`config.mk`:
```
export PLATFORM = sky130hd
export DESIGN_NAME = pipe_hazard_ctrl_flat
export DESIGN_NICKNAME = d
export VERILOG_FILES = /design/src/rtl/pipe_hazard_if.sv /design/src/rtl/pipe_hazard_ctrl.sv /design/src/flat_wrapper.sv
export SDC_FILE = /design/constraint.sdc
export NUM_CORES = 1
export LEC_CHECK = 0
export CORE_AREA = 2 2 69 71
export DETAILED_ROUTE_END_ITERATION = 6
export DIE_AREA = 0 0 71 73
export PLACE_DENSITY_LB_ADDON = 0.05
export SYNTH_ARGS = -nofsm -noshare
export SYNTH_HDL_FRONTEND = slang
export SYNTH_SLANG_ARGS = --single-unit
```
`constraint.sdc`:
```
create_clock -name clk -period 4.1 [get_ports clk]
set_input_delay 0.82 -clock clk [delete_from_list [all_inputs] [get_ports clk]]
set_output_delay 0.82 -clock clk [all_outputs]
set_load 0.01 [all_outputs]
```
`src/rtl/pipe_hazard_if.sv`:
```
// Decode/execute hazard bundle between the pipeline datapath (master) and the hazard controller (slave).
interface pipe_hazard_if #(
    parameter int unsigned RA_W  = 3,
    parameter int unsigned DEPTH = 3,
    parameter int unsigned CNT_W = 16
);
    logic             id_valid;
    logic [RA_W-1:0]  id_rs1;
    logic [RA_W-1:0]  id_rs2;
    logic             id_use1;
    logic             id_use2;
    logic             id_we;
    logic [RA_W-1:0]  id_wd;
    logic             id_load;
    logic             ex_br_taken;
    logic             mem_wait;
    logic             stall;
    logic             flush;
    logic [3:0]       fwd1;
    logic [3:0]       fwd2;
    logic [DEPTH-1:0] slot_vld;
    logic [CNT_W-1:0] stall_cnt;
    logic [CNT_W-1:0] flush_cnt;

    modport master (
        output id_valid, id_rs1, id_rs2, id_use1, id_use2, id_we, id_wd, id_load,
               ex_br_taken, mem_wait,
        input  stall, flush, fwd1, fwd2, slot_vld, stall_cnt, flush_cnt
    );

    modport slave (
        input  id_valid, id_rs1, id_rs2, id_use1, id_use2, id_we, id_wd, id_load,
               ex_br_taken, mem_wait,
        output stall, flush, fwd1, fwd2, slot_vld, stall_cnt, flush_cnt
    );
endinterface

```
`src/rtl/pipe_hazard_ctrl.sv`:
```
// In-order pipeline hazard controller: tracks writers in the stages after decode, selects
// forwarding sources, detects load-use stalls, handles branch flush and memory freeze.
module pipe_hazard_ctrl #(
    parameter int unsigned RA_W     = 3,
    parameter int unsigned DEPTH    = 3,
    parameter int unsigned LOAD_RDY = 2,
    parameter int unsigned CNT_W    = 16
) (
    input  logic         clk,
    input  logic         reset,
    pipe_hazard_if.slave hz
);

    localparam int unsigned IDX_W      = (DEPTH > 1) ? $clog2(DEPTH) : 1;
    localparam logic [3:0]  LOAD_RDY_K = 4'(LOAD_RDY);
    localparam logic [CNT_W-1:0] CNT_MAX = '1;

    if (DEPTH < 2 || DEPTH > 8) begin : g_bad_depth
        $error("pipe_hazard_ctrl: DEPTH must be in 2..8");
    end
    if (LOAD_RDY < 1 || LOAD_RDY > DEPTH) begin : g_bad_load_rdy
        $error("pipe_hazard_ctrl: LOAD_RDY must be in 1..DEPTH");
    end

    // Slot k lives at index k-1 (index 0 = execute).
    logic [DEPTH-1:0] vld_q, vld_d;
    logic [DEPTH-1:0] we_q, we_d;
    logic [DEPTH-1:0] load_q, load_d;
    logic [RA_W-1:0]  wd_q [DEPTH];
    logic [RA_W-1:0]  wd_d [DEPTH];
    logic [CNT_W-1:0] stall_cnt_q, stall_cnt_d;
    logic [CNT_W-1:0] flush_cnt_q, flush_cnt_d;

    logic [3:0] win1, win2;
    logic       win1_load, win2_load;
    logic       load_use_c;
    logic       flush_c;
    logic       stall_c;

    // Scan oldest to youngest so the youngest matching slot overwrites the winner.
    always_comb begin
        win1      = '0;
        win2      = '0;
        win1_load = 1'b0;
        win2_load = 1'b0;
        for (int k = DEPTH; k >= 1; k--) begin
            if (hz.id_use1 && vld_q[IDX_W'(k-1)] && we_q[IDX_W'(k-1)]
                && (wd_q[IDX_W'(k-1)] == hz.id_rs1)) begin
                win1      = 4'(k);
                win1_load = load_q[IDX_W'(k-1)];
            end
            if (hz.id_use2 && vld_q[IDX_W'(k-1)] && we_q[IDX_W'(k-1)]
                && (wd_q[IDX_W'(k-1)] == hz.id_rs2)) begin
                win2      = 4'(k);
                win2_load = load_q[IDX_W'(k-1)];
            end
        end
    end

    // Memory freeze dominates branch flush; flush dominates the load-use stall.
    always_comb begin
        load_use_c = hz.id_valid && ((win1_load && (win1 < LOAD_RDY_K))
                                  || (win2_load && (win2 < LOAD_RDY_K)));
        flush_c    = hz.ex_br_taken && !hz.mem_wait;
        stall_c    = (load_use_c || hz.mem_wait) && !flush_c;
    end

    always_comb begin
        vld_d       = vld_q;
        we_d        = we_q;
        load_d      = load_q;
        wd_d        = wd_q;
        stall_cnt_d = stall_cnt_q;
        flush_cnt_d = flush_cnt_q;
        if (!hz.mem_wait) begin
            for (int k = DEPTH - 1; k >= 1; k--) begin
                vld_d[IDX_W'(k)]  = vld_q[IDX_W'(k-1)];
                we_d[IDX_W'(k)]   = we_q[IDX_W'(k-1)];
                load_d[IDX_W'(k)] = load_q[IDX_W'(k-1)];
                wd_d[IDX_W'(k)]   = wd_q[IDX_W'(k-1)];
            end
            if (flush_c || load_use_c) begin
                vld_d[0]  = 1'b0;
                we_d[0]   = 1'b0;
                load_d[0] = 1'b0;
                wd_d[0]   = '0;
            end else begin
                vld_d[0]  = hz.id_valid;
                we_d[0]   = hz.id_we;
                load_d[0] = hz.id_load;
                wd_d[0]   = hz.id_wd;
            end
            if (load_use_c && !flush_c && (stall_cnt_q != CNT_MAX)) begin
                stall_cnt_d = stall_cnt_q + CNT_W'(1);
            end
            if (flush_c && (flush_cnt_q != CNT_MAX)) begin
                flush_cnt_d = flush_cnt_q + CNT_W'(1);
            end
        end
    end

    always_ff @(posedge clk or posedge reset) begin
        if (reset) begin
            vld_q       <= '0;
            we_q        <= '0;
            load_q      <= '0;
            for (int k = 0; k < DEPTH; k++) begin
                wd_q[k] <= '0;
            end
            stall_cnt_q <= '0;
            flush_cnt_q <= '0;
        end else begin
            vld_q       <= vld_d;
            we_q        <= we_d;
            load_q      <= load_d;
            wd_q        <= wd_d;
            stall_cnt_q <= stall_cnt_d;
            flush_cnt_q <= flush_cnt_d;
        end
    end

    assign hz.stall     = stall_c;
    assign hz.flush     = flush_c;
    assign hz.fwd1      = (stall_c || flush_c) ? 4'd0 : win1;
    assign hz.fwd2      = (stall_c || flush_c) ? 4'd0 : win2;
    assign hz.slot_vld  = vld_q;
    assign hz.stall_cnt = stall_cnt_q;
    assign hz.flush_cnt = flush_cnt_q;

endmodule

```
`src/flat_wrapper.sv`:
```
// flat-port wrapper written by rule: the top's interface ports become plain ports
module pipe_hazard_ctrl_flat 
#(
    parameter int unsigned RA_W     = 3,
    parameter int unsigned DEPTH    = 3,
    parameter int unsigned LOAD_RDY = 2,
    parameter int unsigned CNT_W    = 16
)
  (clk, reset, hz_id_valid, hz_id_rs1, hz_id_rs2, hz_id_use1, hz_id_use2, hz_id_we, hz_id_wd, hz_id_load, hz_ex_br_taken, hz_mem_wait, hz_stall, hz_flush, hz_fwd1, hz_fwd2, hz_slot_vld, hz_stall_cnt, hz_flush_cnt);
  pipe_hazard_if #(.RA_W(RA_W), .DEPTH(DEPTH), .CNT_W(CNT_W)) hz_i ();
  input  logic clk;
  input  logic reset;
  input wire logic [$bits(hz_i.id_valid)-1:0] hz_id_valid;
  input wire logic [$bits(hz_i.id_rs1)-1:0] hz_id_rs1;
  input wire logic [$bits(hz_i.id_rs2)-1:0] hz_id_rs2;
  input wire logic [$bits(hz_i.id_use1)-1:0] hz_id_use1;
  input wire logic [$bits(hz_i.id_use2)-1:0] hz_id_use2;
  input wire logic [$bits(hz_i.id_we)-1:0] hz_id_we;
  input wire logic [$bits(hz_i.id_wd)-1:0] hz_id_wd;
  input wire logic [$bits(hz_i.id_load)-1:0] hz_id_load;
  input wire logic [$bits(hz_i.ex_br_taken)-1:0] hz_ex_br_taken;
  input wire logic [$bits(hz_i.mem_wait)-1:0] hz_mem_wait;
  output wire logic [$bits(hz_i.stall)-1:0] hz_stall;
  output wire logic [$bits(hz_i.flush)-1:0] hz_flush;
  output wire logic [$bits(hz_i.fwd1)-1:0] hz_fwd1;
  output wire logic [$bits(hz_i.fwd2)-1:0] hz_fwd2;
  output wire logic [$bits(hz_i.slot_vld)-1:0] hz_slot_vld;
  output wire logic [$bits(hz_i.stall_cnt)-1:0] hz_stall_cnt;
  output wire logic [$bits(hz_i.flush_cnt)-1:0] hz_flush_cnt;
  assign hz_i.id_valid = hz_id_valid;
  assign hz_i.id_rs1 = hz_id_rs1;
  assign hz_i.id_rs2 = hz_id_rs2;
  assign hz_i.id_use1 = hz_id_use1;
  assign hz_i.id_use2 = hz_id_use2;
  assign hz_i.id_we = hz_id_we;
  assign hz_i.id_wd = hz_id_wd;
  assign hz_i.id_load = hz_id_load;
  assign hz_i.ex_br_taken = hz_ex_br_taken;
  assign hz_i.mem_wait = hz_mem_wait;
  assign hz_stall = hz_i.stall;
  assign hz_flush = hz_i.flush;
  assign hz_fwd1 = hz_i.fwd1;
  assign hz_fwd2 = hz_i.fwd2;
  assign hz_slot_vld = hz_i.slot_vld;
  assign hz_stall_cnt = hz_i.stall_cnt;
  assign hz_flush_cnt = hz_i.flush_cnt;
  pipe_hazard_ctrl #(.RA_W(RA_W), .DEPTH(DEPTH), .LOAD_RDY(LOAD_RDY), .CNT_W(CNT_W)) u_core (.clk(clk), .reset(reset), .hz(hz_i));
endmodule
```
**Word-level counts from Yosys, hierarchy flattened**

Index checks and enable logic that the tools add are counted.

- Register bits: 44
- Latch bits: 0
- Memory bits (writable): 0
- Memory bits (read-only): 0
- Input bits: 18
- Output and inout port bits: 45
- Word-level logic and storage cells: 60
- Memories kept: 0

- $add $sub $neg: 2
- $mul: 0
- Divide/modulo/power cells: 0
- Magnitude comparators: 2
- Equality and inequality tests: 6
- Shift operators: 0
- Muxes and demuxes: 14
- Bitwise operators: 1
- Reductions and logical operators: 28

Operators with widths:

| cell | count |
|---|---|
| $add A16 B1 Y16 const B | 2 |
| $ne A16 B16 Y1 const B | 2 |
| $logic_and A1 B1 Y1 | 20 |
| $eq A3 B3 Y1 | 4 |
| $mux W2 | 6 |
| $mux W1 | 7 |
| $logic_or A1 B1 Y1 | 4 |
| $lt A2 B2 Y1 const B | 2 |
| $reduce_and A2 Y1 | 2 |
| $mux W3 | 1 |
| $logic_not A1 Y1 | 2 |
| $not A1 Y1 | 1 |

**Depth between registers and ports, before layout**

Gate-level depths: netlist of the first run.

- Depth after elaboration: 13
- Depth in mapped cells: 6
- Gate-level depth less buffers: 6

**Worst setup path before layout of the first run**

No wires, ideal clock.

- Kind: input port to output port
- From: in hz_id_rs2[0]
- To: out hz_fwd1[1]
- Arrival time: 1.937 ns
- Data required time: 3.280 ns
- Slack: 1.343 ns
- Stages on the path: 6
- Path buffers: 1
- Path through: xor2_1 nor4_2 o21bai_2 buf_6 nand2_1 nor4_1

- Word-level cells in the longest chain between the ends: 12
- Elaborated cells on any way between the ends: 16
- Those cells by class: order compare: 1; eq/ne: 2; mux: 5; reduce/logical: 8

RTL lines:

| element | RTL line | RTL |
|---|---|---|
| from (decl) | flat_wrapper.sv:15 | `input wire logic [$bits(hz_i.id_rs2)-1:0] hz_id_rs2;` |
| $eq A3 B3 Y1 | pipe_hazard_ctrl.sv:53 | `&& (wd_q[IDX_W'(k-1)] == hz.id_rs2)) begin` |
| $logic_and A1 B1 Y1 | pipe_hazard_ctrl.sv:53 |  |
| $mux W2 (2 in a row) | pipe_hazard_ctrl.sv:52 | `if (hz.id_use2 && vld_q[IDX_W'(k-1)] && we_q[IDX_W'(k-1)]` |
| $lt A2 B2 Y1 | pipe_hazard_ctrl.sv:63 | `\|\| (win2_load && (win2 < LOAD_RDY_K)));` |
| $logic_and A1 B1 Y1 * | pipe_hazard_ctrl.sv:63 |  |
| $logic_or A1 B1 Y1 * | pipe_hazard_ctrl.sv:63 |  |
| $logic_and A1 B1 Y1 * | pipe_hazard_ctrl.sv:62 | `load_use_c = hz.id_valid && ((win1_load && (win1 < LOAD_RDY_K))` |
| $logic_or A1 B1 Y1 * | pipe_hazard_ctrl.sv:65 | `stall_c = (load_use_c \|\| hz.mem_wait) && !flush_c;` |
| $logic_and A1 B1 Y1 * | pipe_hazard_ctrl.sv:65 |  |
| $logic_or A1 B1 Y1 * | pipe_hazard_ctrl.sv:124 | `assign hz.fwd1 = (stall_c \|\| flush_c) ? 4'd0 : win1;` |
| $mux W2 * | pipe_hazard_ctrl.sv:124 |  |
| to (decl) | flat_wrapper.sv:25 | `output wire logic [$bits(hz_i.fwd1)-1:0] hz_fwd1;` |

Every way passes the cells marked *; elsewhere a longest branch is shown, timed or not.

**Worst setup path in the final report of the first run**

- From: in hz_id_rs2[2]
- To: out hz_stall

- Word-level cells in the longest chain between the ends: 10
- Elaborated cells on any way between the ends: 14
- Those cells by class: order compare: 1; eq/ne: 2; mux: 4; reduce/logical: 7

RTL lines:

| element | RTL line | RTL |
|---|---|---|
| $eq A3 B3 Y1 | pipe_hazard_ctrl.sv:53 |  |
| $logic_and A1 B1 Y1 | pipe_hazard_ctrl.sv:53 |  |
| $mux W2 (2 in a row) | pipe_hazard_ctrl.sv:52 |  |
| $lt A2 B2 Y1 | pipe_hazard_ctrl.sv:63 |  |
| $logic_and A1 B1 Y1 * | pipe_hazard_ctrl.sv:63 |  |
| $logic_or A1 B1 Y1 * | pipe_hazard_ctrl.sv:63 |  |
| $logic_and A1 B1 Y1 * | pipe_hazard_ctrl.sv:62 |  |
| $logic_or A1 B1 Y1 * | pipe_hazard_ctrl.sv:65 |  |
| $logic_and A1 B1 Y1 * | pipe_hazard_ctrl.sv:65 |  |
| to (decl) | flat_wrapper.sv:23 | `output wire logic [$bits(hz_i.stall)-1:0] hz_stall;` |

Marks and branches as above.

==> flow_results.org, run 1 <==
** Die
- Core area :: roughly 4500 µm²
- FP Rows :: 25
- I/O pin count :: between 60 and 70
- Die Outline Area :: between 5000 and 6000 µm²
- The die is 71 µm wide.
- In this run the vertical extent of the chip is roughly 73 µm.
- Initial Util :: 0.486

** Place
- At the end of routability-driven placement, the weighted congestion stood at roughly 0.75.
- Setup slack at placement :: just under 400 ps
- Post-detailed-placement half-perimeter wirelength :: between 3 and 4 mm
- Number of input and output port buffers inserted :: 57

** Setup path
- The worst register-to-register path begins at u_core.wd_q[8]$_DFFE_PP0N_.
- Capturing point of the worst reg2reg path :: u_core.hz.stall_cnt[1]$_DFFE_PP0P_
- The worst register-to-register path has a depth of 6.
- In this run the register-to-register setup slack is slightly above 2000 ps.
- For the worst setup path, the data required time is between 3000 and 4000 ps.
- STA classifies the critical path endpoint as a primary output.
- Worst path max stage delay :: between 500 and 600 ps
- Launching element of the worst setup path :: hz_id_rs2[2]
- WP data arrival :: around 2900 ps
- Worst path cell trace :: clkdlybuf4s50_1 -> xor2_1 -> nor4_2 -> o21bai_2 -> buf_4 -> o21bai_1 -> clkdlybuf4s50_1
- In this run the worst path has a maximum fanout of 12.
- On the critical path, the stage with the largest delay is an instance of sky130_fd_sc_hd__clkdlybuf4s50_1.
- Among the stages of the critical path, the cell type that occurs most often is sky130_fd_sc_hd__clkdlybuf4s50_1.
- The critical path is of the input pin to primary output type.
- STA classifies the critical path startpoint as an input pin.

** Timing
- In the finished design, the share of the clock period the worst path needs comes to 0.908.
- In the final timing run, aggregate negative setup slack is 0 ps.
- Total count of hold-check failures in the final report :: 0
- Pins over their slew limit :: 0
- Clk_skew :: roughly 5.2 ps
- At the pin with the least slew margin, the transition time is about 620 ps.
- Total setup violations reported at the end of the flow :: 0
- Final setup slack of the worst path :: 379 ps
- Achievable frequency :: about 270 MHz
- Setup repair after global routing left no endpoint under its margin.
- Minimum clock period after layout :: 3720 ps
- The worst pin sits at a relative slew slack of 0.586.

** Synth
- Leading cell types by total area after synthesis :: sky130_fd_sc_hd__dfrtp_1 (49%), sky130_fd_sc_hd__xor2_1 (8.4%), sky130_fd_sc_hd__xnor2_1 (8.0%)
- Most common cell in the synthesized netlist :: sky130_fd_sc_hd__dfrtp_1
- Number of flip-flops and latches in the synthesized netlist :: 43
- Post-synth top flop :: sky130_fd_sc_hd__dfrtp_1
- Synthesized instance count :: between 200 and 250
- The share of the Yosys chip area taken by registers is 0.489.
- Post-synth ARST share :: 1.00
- Count of synthesis-stage warnings from yosys :: 0
- Counting flops with a built-in enable in the synthesized netlist gives 0.
- Cell accounting for the most synthesized area :: sky130_fd_sc_hd__dfrtp_1
- In this run the mean area of a mapped cell was about 11 µm².
- Of the post-synthesis cell area, the dominant cell type holds 0.489.
- Number of distinct library cells after synthesis :: 35
- List of most frequent post-synthesis cells :: sky130_fd_sc_hd__dfrtp_1 (43), sky130_fd_sc_hd__xor2_1 (21), sky130_fd_sc_hd__xnor2_1 (20)
- Summing every instance area after synthesis gives 2200 µm².

** Clock network
- Quantity of hold-fixing buffers added after cts :: 0
- Buffers inserted during clock tree synthesis total 5.
- Number of sinks handled by clock tree synthesis :: 43
- CTS tree :: built
- Gates resized during post-CTS repair numbered 0.
- Clk Latency, worst-skew pair :: approximately 300 ps
- Maximum clock path buffer count :: 2
- After clock tree synthesis, the clock-pin slew on the worst setup and hold paths is ~80 ps.
- H-tree levels :: 2
- In this run the clock root is driven by a sky130_fd_sc_hd__clkbuf_8.
- Post-CTS Setup Inserts :: 0

** Finish
- Of the cells placed in the final design, the portion with a size suffix greater than 1 is 0.117.
- Ant. Diodes :: 0
- Compared with the post-synthesis result, the final layout area differs by 32.7%.
- After the last flow step, the layout net total stands at roughly 280.

** GRT
- The first global-routing pass estimated approximately 7.6 mm of wire.
- Vias in the first global route :: ~1,600
- Most heavily used metal layer in global routing :: met2
- Grt met2 use :: 0.281
- The initial antenna violation count came to 0.
- For this run, the total global-route usage over all layers was measured as 0.184.
- Met1 GRT Util :: 0.266
- Maximum number of pins on one net before global-route repair :: 44
- Grt total ovfl :: 0
- In the global route stage, met3 resource usage came out at 0.0290.

** Route
- Summing over every cut layer, the via total after detailed routing is 1,691.
- The detail route stage leaves a number of antenna-violating nets equal to 0.
- After the first detailed-routing iteration, the DRC count stood at around 150.
- Total wire length after detailed routing :: around 4.5 mm
- The pre-antenna-repair detailed-routing pass consisted of 4 iterations.
- In the final routed layout, each cell accounts on average for approximately 14 µm.
- For this run, design rule violations remaining after detail routing come to 0.
- Dividing the detail-routed via count by the number of cells gives 5.32.

** Outcome
- The run finished with clean final reports.

** Hold path
- Type of the most critical hold path :: flop to flop
- WHS Path Cells :: 1
- The path with the worst hold slack has its endpoint at u_core.hz.stall_cnt[13]$_DFFE_PP0P_.
- The worst hold path begins at u_core.hz.stall_cnt[13]$_DFFE_PP0P_.

** Pwr
- VDD sags by at most about 230 µV.
- Power per unit of standard cell area :: between 300 and 400 nW/µm²
- In this run the static leakage power is roughly 1.3 nW.

** Run
- Across the run, the number of max-cap violations was 0.
==> logic make-up after synthesis <==
group | count (synthesis) | share of synthesized area
buffers and inverters | 14 | 0.0358
DFF | 43 | 0.489
xor gates and xnor gates | 41 | 0.163
other | 1 | 0.00170
adders and majority gates | 2 | 0.0114
muxes | 7 | 0.0358
AOI/OAI and AO/OA | 13 | 0.0528
and+or+nand+nor | 80 | 0.211
==> registers in the layout, summed over array words and instances (netlist names) <==
register / flops
u_core.hz.flush_cnt: 16
u_core.hz.stall_cnt: 16
u_core.wd_q: 6
u_core.hz.slot_vld: 2
u_core.we_q: 2
u_core.load_q: 1
==> worst max path at each step <==
stage,end,cells after the start
finish,hz_stall,7
global route,hz_stall,7
CTS,hz_stall,7
detailed placement,hz_stall,7
global placement,hz_stall,7
floorplan,hz_fwd1[1],6
==> cell usage in the layout, fill, tap and decap left out, types with 3 or more instances in the layout <==
master                            netlist  layout
sky130_fd_sc_hd__clkdlybuf4s50_1        0      57
sky130_fd_sc_hd__dfrtp_1               43      43
sky130_fd_sc_hd__xor2_1                21      21
sky130_fd_sc_hd__xnor2_1               20      20
sky130_fd_sc_hd__nand2_1               16      16
sky130_fd_sc_hd__nand3_1               15      15
sky130_fd_sc_hd__nor2_1                 9       9
sky130_fd_sc_hd__nand4_1                8       8
sky130_fd_sc_hd__mux2_2                 7       7
sky130_fd_sc_hd__nor3_1                 7       7
sky130_fd_sc_hd__clkbuf_8               0       7
sky130_fd_sc_hd__and3_1                 6       6
sky130_fd_sc_hd__inv_1                  5       5
sky130_fd_sc_hd__nor4_1                 5       5
sky130_fd_sc_hd__a22o_1                 5       5
sky130_fd_sc_hd__conb_1                 1       5
sky130_fd_sc_hd__nor4_2                 4       4
sky130_fd_sc_hd__buf_4                  5       3
==> critical path: cells and delay by family <==
| kind | cells | cell delay, ps |
|---|---|---|
| AND/OR/NAND/NOR | 1 | 460 |
| AO/OA/AOI/OAI | 2 | 260 |
| XOR/XNOR | 1 | 160 |
| buffers and inverters | 3 | 1200 |
==> routing by layer <==
| layer | routed length [µm] | vias to the layer above |
|---|---|---|
| met5 | 0 | - |
| met1 | 2160 | 820 |
| met3 | 177 | 5 |
| met4 | 61 | 0 |
| met2 | 2100 | 47 |
| li1 | - | 819 |
==> metrics by stage <==
| step | area (µm²) | hold slack, ps | power, mW | util | cells |
|---|---|---|---|---|---|
| floorplan | 2220 | 479 | 0.615 | - | 205 |
| global placement | 2820 | 477 | 0.715 | 0.621 | 310 |
| detailed placement | 2820 | 480 | 0.719 | 0.621 | 310 |
| CTS | 2920 | 491 | 1.02 | 0.644 | 318 |
| global route | 2920 | 517 | 1.06 | 0.644 | 318 |
| finish | 2920 | 488 | 1.01 | 0.644 | 318 |
==> final cells by class <==
cell class | count | area, µm²
repair buffers | 60 | 593
clock inverters | 1 | 7.51
well taps | 54 | 67.6
fillers | 390 | 1610
multi-input cells | 148 | 1060
inverters | 5 | 18.8
flip-flops and latches | 43 | 1080
clock buffers | 7 | 96.3
==> power breakdown <==
part / switching (mW) / internal, mW
logic: 0.0825 / 0.113
registers: 0.0506 / 0.462
clock network: 0.146 / 0.153
total: 0.279 / 0.728
Power figures use the tool's default switching activity.
==> run 2, diff against run 1 <==
Settings changed: CORE_AREA 2 2 69 71 to 2 2 75 77, DIE_AREA 0 0 71 73 to 0 0 77 79, PLACE_DENSITY_LB_ADDON 0.05 to 0.2.
Clock period 4.1 ns to 3.2 ns, I/O delays scaled along.
==> flow_results.org, run 2 (synthesis gave the netlist of run 1 again) <==
** Pwr
- The power per cell area was 412 nW/µm² (+19%).
- The portion of total power attributed to combinational logic is 0.207 (+0.013).
- The switching share of power came to 0.274 (-0.00297).
- Largest voltage drop on the vdd net :: 352 µV (+54%)
- The total design power is 1.22 mW (+21%).
- Cell-internal power :: 0.884 mW (+21%)
- Register share of total power :: 0.538 (+0.030)
- The leakage power is 1.32 nW (+4.2%).
- Switching power of the nets :: 0.334 mW (+20%)
- The clock share of power was 0.255 (-0.042).

** Clock network
- The clock-pin slew reported for the worst setup and hold paths after clock tree synthesis was 70 ps (about the same).
- The buffers inserted during post-CTS setup optimization was 0 (unchanged).
- Clk Latency, worst-skew pair :: 280 ps (-20 ps)
- The cell sitting at the root of the clock tree is a sky130_fd_sc_hd__clkbuf_8.
- TritonCTS built the clock tree.
- The H-tree level count came to 2 (unchanged).
- The number of buffers inserted for hold repair after clock tree synthesis came to 0 (unchanged).
- Number of sinks handled by clock tree synthesis :: 43 (unchanged)
- Maximum clock path buffer count :: 2 (unchanged)
- The total clock buffers created by CTS was 5 (unchanged).

** Route
- The number of nets with antenna violations after routing came to 0 (unchanged).
- The sum of routed wire length over all layers came to 4.52 mm (+0.69%).
- The detailed-routing iteration count for the pre-antenna-repair pass is 4 (unchanged).
- The total number of vias came to 1,703 (+0.71%).
- Post-detailed-route via-to-cell ratio :: 5.01 (-5.8%)
- The final routed DRC violation total is 0 (unchanged).
- The starting DRC count in detailed routing is 74 (-49%).
- Average detailed-routed wire length per instance :: 13.3 µm (-5.8%)

** Place
- The instance area at placement was 2890 µm² (+2.4%).
- Routability congestion estimate :: 0.786 (+4.4%)
- Number of input and output port buffers inserted :: 57 (unchanged)
- The estimated wirelength of the detail-placed design came to 3.46 mm (+3.7%).

** Timing
- The number of endpoints with negative hold slack in the final report is 0 (unchanged).
- Counting I/O delays and the setup requirement, the final critical path takes approximately 3100 ps.
- Achievable frequency :: approximately 320 MHz
- The final-layout setup total negative slack was 0 ps (unchanged).
- Clk_skew :: 2.26 ps (-2.91 ps)
- Least-Margin Pin Slew :: 633 ps (+12.0 ps)
- Total setup violations reported at the end of the flow :: 0 (unchanged)
- Setup repair after global routing left no endpoint under its margin.
- Tightest slew margin relative to the limit :: 0.574 (-0.0119)
- Of the available clock period, the critical path in the final layout requires 0.980.
- Pins over their slew limit :: 0 (unchanged)

** Setup path
- The largest stage delay on the critical path was 540 ps (about the same).
- The number of buffers and inverters on the critical path is 3 (unchanged).
- The critical path goes through clkdlybuf4s50_1 -> xor2_1 -> nor4_2 -> buf_4 -> and3_1 -> clkdlybuf4s50_1.
- Worst path slowest cell :: sky130_fd_sc_hd__clkdlybuf4s50_1
- Broken down by cell family, the worst path's largest delay share belongs to buffers and inverters.
- The most numerous cell type found on the critical path is sky130_fd_sc_hd__clkdlybuf4s50_1.
- Setup CP Type :: input pin to primary output
- The critical path arrival is 2500 ps (-400 ps).
- The largest fanout on the critical path came to 3 (-9).
- Category of the worst setup path capture point :: primary output
- The required time reported for the critical path endpoint was 2560 ps (-720 ps).
- Critical Path Source Type :: input pin

** Finish
- The final instance area is 2960 µm² (+1.3%).
- The number of inserted diodes is 0 (unchanged).
- The number of nets at the end of the flow came to 289 (+2.1%).
- The total area of multi-input combinational cells is 1060 µm² (unchanged).
- Most used cells in the layout excluding fill and tap cells :: sky130_fd_sc_hd__clkdlybuf4s50_1 (53), sky130_fd_sc_hd__dfrtp_1 (43), sky130_fd_sc_hd__xor2_1 (21), sky130_fd_sc_hd__xnor2_1 (20), sky130_fd_sc_hd__nand2_1 (16)
- The share of final-layout standard cells stronger than drive strength 1 is 0.127 (+0.00944).
- Synthesis-to-layout area growth :: 34.4%
- Register cell area after layout :: 1080 µm² (unchanged)
- Number of fill cells in the layout :: 511 (+31%)
- The library cell used most frequently in the layout, excluding fill and tap cells, is sky130_fd_sc_hd__clkdlybuf4s50_1.

** Die
- I/O pin count :: 63 (unchanged)
- Die Wd :: 77 µm (+8.5%)
- Core area :: 5340 µm² (+18%)
- The area enclosed by the die boundary was 6080 µm² (+17%).
- FP Rows :: 27 (+8.0%)
- Die Ht :: 79 µm (+8.2%)
- The effective utilization at floorplan is 0.413 (-0.0730).

** GRT
- The first-pass GRT wire length was 7.77 mm (+2.6%).
- Grt total ovfl :: 0 (unchanged)
- The total track usage was 0.160 (-0.0246).
- The maximum number of pins on one net before global-route repair was 44 (unchanged).
- Initial antenna violation count :: 0 (unchanged)
- The number of global-route vias before repair is 1,660 (+4.9%).

** Run
- The max-capacitance violation count is 0 (unchanged).

** Outcome
- Outcome :: finished clean

** Hold path
- In this run the worst hold path is classified as flop to flop.
[run 2: changes by cell type in the layout (fill, tap and decap cells not counted)]
cell / before / now
sky130_fd_sc_hd__buf_4: 3 / 9
sky130_fd_sc_hd__clkdlybuf4s50_1: 57 / 53
sky130_fd_sc_hd__clkbuf_8: 7 / 5
sky130_fd_sc_hd__dlygate4sd2_1: 0 / 2
sky130_fd_sc_hd__dlymetal6s2s_1: 0 / 2
sky130_fd_sc_hd__clkbuf_1: 0 / 1
sky130_fd_sc_hd__clkinvlp_4: 1 / 0
[run 2: worst paths after layout]
check,cells after the start,slack [ps],to,start
setup / recovery,6,60,hz_fwd1[0],hz_id_rs1[0]
hold / removal,1,490,u_core.hz.stall_cnt[9]$_DFFE_PP0P_,u_core.hz.stall_cnt[9]$_DFFE_PP0P_
setup reg to reg,6,1200,u_core.hz.stall_cnt[1]$_DFFE_PP0P_,u_core.hz.stall_cnt[1]$_DFFE_PP0P_
hold reg to reg,1,490,u_core.hz.stall_cnt[9]$_DFFE_PP0P_,u_core.hz.stall_cnt[9]$_DFFE_PP0P_
max in group asynchronous,3,2050,u_core.wd_q[3]$_DFFE_PP0N_,reset
min in group asynchronous,3,790,u_core.hz.flush_cnt[15]$_DFFE_PP0P_,reset
[run 2: routing by layer]
| metal | global-route usage | part of all wire | wire length, µm |
|---|---|---|---|
| met5 | 0 | 0 | 0 |
| met4 | 0.0750 | 0.019 | 84 |
| met3 | 0.0250 | 0.037 | 168 |
| met2 | 0.265 | 0.48 | 2190 |
| met1 | 0.206 | 0.46 | 2080 |
[run 2: area by class of cell]
| class | instances | area share |
|---|---|---|
| multi-input cells | 148 | 0.359 |
| inverters | 5 | 0.00634 |
| repair buffers | 66 | 0.216 |
| flip-flops and latches | 43 | 0.363 |
| clock buffers | 6 | 0.0245 |
| well taps | 72 | 0.0304 |
[run 2: through the flow]
step	cells	hold WS [ps]	setup slack [ps]	util
after global placement	334	476	12.1	0.541
after CTS	340	501	8.01	0.554
after global routing	340	510	31.9	0.555
after floorplan	205	479	803	-
after detailed placement	334	490	-9.69	0.541
final	340	493	64.2	0.555
[run 2: worst reg2reg max path, stage by stage (launching register included)]
cell and delay [ps]:
sky130_fd_sc_hd__dfrtp_1 430, sky130_fd_sc_hd__ha_1 210, sky130_fd_sc_hd__and3_1 230, sky130_fd_sc_hd__nand3_1 130, sky130_fd_sc_hd__o21ai_2 440, sky130_fd_sc_hd__nor2_1 140, sky130_fd_sc_hd__mux2_2 300
[run 2: power groups by stage]
stage                     logic (mW)  registers (mW)  clock network (mW)
after floorplan                0.116           0.672                   0
after global placement         0.252           0.666                   0
after detailed placement       0.255           0.665                   0
after CTS                      0.256           0.654               0.326
after global routing           0.278           0.665               0.345
final                          0.252           0.656               0.311
[run 2: timing repair]
| action | CTS | global route |
|---|---|---|
| pin swaps | 2 | 1 |
| resized for setup | 2 | 2 |
| setup endpoints to repair | 3 | 2 |
==> patch: new RTL, settings of run 2 <==
`RA_W` is set to 3 in 3 places; all go to 6.
--- a/src/rtl/pipe_hazard_if.sv
+++ b/src/rtl/pipe_hazard_if.sv
@@ -1,6 +1,6 @@
 // Decode/execute hazard bundle between the pipeline datapath (master) and the hazard controller (slave).
 interface pipe_hazard_if #(
-    parameter int unsigned RA_W  = 3,
+    parameter int unsigned RA_W  = 6,
     parameter int unsigned DEPTH = 3,
     parameter int unsigned CNT_W = 16
 );
--- a/src/rtl/pipe_hazard_ctrl.sv
+++ b/src/rtl/pipe_hazard_ctrl.sv
@@ -1,7 +1,7 @@
 // In-order pipeline hazard controller: tracks writers in the stages after decode, selects
 // forwarding sources, detects load-use stalls, handles branch flush and memory freeze.
 module pipe_hazard_ctrl #(
-    parameter int unsigned RA_W     = 3,
+    parameter int unsigned RA_W     = 6,
     parameter int unsigned DEPTH    = 3,
     parameter int unsigned LOAD_RDY = 2,
     parameter int unsigned CNT_W    = 16
--- a/src/flat_wrapper.sv
+++ b/src/flat_wrapper.sv
@@ -1,7 +1,7 @@
 // flat-port wrapper written by rule: the top's interface ports become plain ports
 module pipe_hazard_ctrl_flat 
 #(
-    parameter int unsigned RA_W     = 3,
+    parameter int unsigned RA_W     = 6,
     parameter int unsigned DEPTH    = 3,
     parameter int unsigned LOAD_RDY = 2,
     parameter int unsigned CNT_W    = 16
Interface: changed (resized hz_id_rs1, hz_id_rs2 and hz_id_wd); port bits go from 63 to 72. The function was not compared with the original's and may differ.
==> patch against run 2 <==
Cell count up 9.1%; utilization increased by 11 points; final area increased by 19%; register-to-register slack improved by 0.03 ns; sequential share of layout area down 1.7 points; sequential power up 13%; power increased by 30%; synthesized cell count rose by 7.0%; routed wire length rose by 18%; die area unchanged; worst setup slack improved by 0.084 ns; sequential cell count rose by 6; area after synthesis rose by 17%; critical endpoint is now hz_fwd2[1].
==> patch: results (changes against run 2) <==
count of placed standard cells including taps 363 (+8.7%); first-pass GRT wire length 8.85 mm (+14%); routed length on met2 2.46 mm (+13%); Max Clock Skew 0.00942 ns (+0.00716 ns); Post-Synth Adder-Cell Area 0.00975 (-0.00162); Synth Area in Compound Gates 0.0502 (-0.00265); met1 Use GR 0.255 (+0.0486); Buffers excl. clock 81 (+23%); WL/cell 14.3 µm (+7.8%); largest net degree at the start of global routing 26 (-41%); Cell variety after synth 39 (+11%); metal3 WL 257 µm (+53%); slowest cell delay on critical path 0.52 ns (-0.02 ns); final WL 5.32 mm (+18%); port bufs 66 (+16%); #MultiIn Comb 157 (+6.1%); fin nets 327 (+13%); Leak 1.56 nW (+18%); Via density 5.19 (+3.5%); synthesized cell area 2570 µm² (+17%); buffering overhead 0.217 (+0.000592); layout cells sized above 1 0.184 (+0.0571); most frequent cells after synthesis dfrtp_1, xnor2_1, nand4_1; status finished, final reports clean; clk tree area frac 0.0389 (+0.0144); GP Congestion 0.820 (+4.4%); Worst slew margin 0.654 (+0.0803); vias in the first global route 1900 (+14%); met3 Use GR 0.0364 (+0.0114); area of the multi-input gates 1300 µm² (+22%); clk sinks 49 (+14%); crit path max fanout 2 (-1); # fillers 459 (-10%); sequential share of cell area 0.347 (-0.0166); multiplexer share of the synthesized area 0.0453 (+0.00953); VDD IR max 0.000246 V (-30%); latest clock arrival within the worst-skew pair 0.31 ns (+0.03 ns); largest cells by area after synthesis dfrtp_1, xnor2_1, nand4_1; Seq/Total Area, Yosys 0.478 (-0.0111); XOR/XNOR Fraction of Synth Area 0.190 (+0.0270)
patch: changes by cell type after synthesis, moves of 3 or more:
cell	change
dfrtp_1	+6
nand2_1	-5
nand3_1	-4
nand4_1	+10
nand4_4	+3
nor3_1	-5
nor4_1	-4
nor4_2	-4
xnor2_1	+21
xor2_1	-10
patch: where the power goes:
part / switching, mW / total (mW) / internal [mW] / leakage (nW)
Combinational: 0.118 / 0.303 / 0.185 / 0.833
Sequential: 0.0712 / 0.744 / 0.673 / 0.659
Clock: 0.217 / 0.532 / 0.315 / 0.0687
Total: 0.406 / 1.58 / 1.17 / 1.56
patch: cell families (layout without fill, tap and decap cells):
logic type,count (synthesis),after routing
mux,10,10
flops,49,49
compound gates,14,14
fa+ha+maj,2,2
buf+inv,13,93
other cells,1,5
simple gates,72,72
xor+xnor,54,54
patch: final timing paths:
kind / slack [ns] / from / cells after the start / to
hold reg to reg: 0.51 / u_core.hz.flush_cnt[7]$_DFFE_PP0P_ / 1 / u_core.hz.flush_cnt[7]$_DFFE_PP0P_
min in group asynchronous: 0.67 / reset / 2 / u_core.hz.flush_cnt[14]$_DFFE_PP0P_
setup / recovery: 0.15 / hz_id_rs2[2] / 7 / hz_fwd2[1]
setup reg to reg: 1.23 / u_core.wd_q[14]$_DFFE_PP0N_ / 6 / u_core.hz.stall_cnt[1]$_DFFE_PP0P_
max in group asynchronous: 1.92 / reset / 3 / u_core.wd_q[7]$_DFFE_PP0N_
hold / removal: 0.51 / u_core.hz.flush_cnt[7]$_DFFE_PP0P_ / 1 / u_core.hz.flush_cnt[7]$_DFFE_PP0P_
patch: timing repair:
| action | CTS | global route |
|---|---|---|
| resized for setup | 7 | 4 |
| pin swaps | 1 | 2 |
| hold endpoints to repair | 0 | 0 |
| hold buffers | 0 | 0 |
| setup endpoints to repair | 5 | 5 |
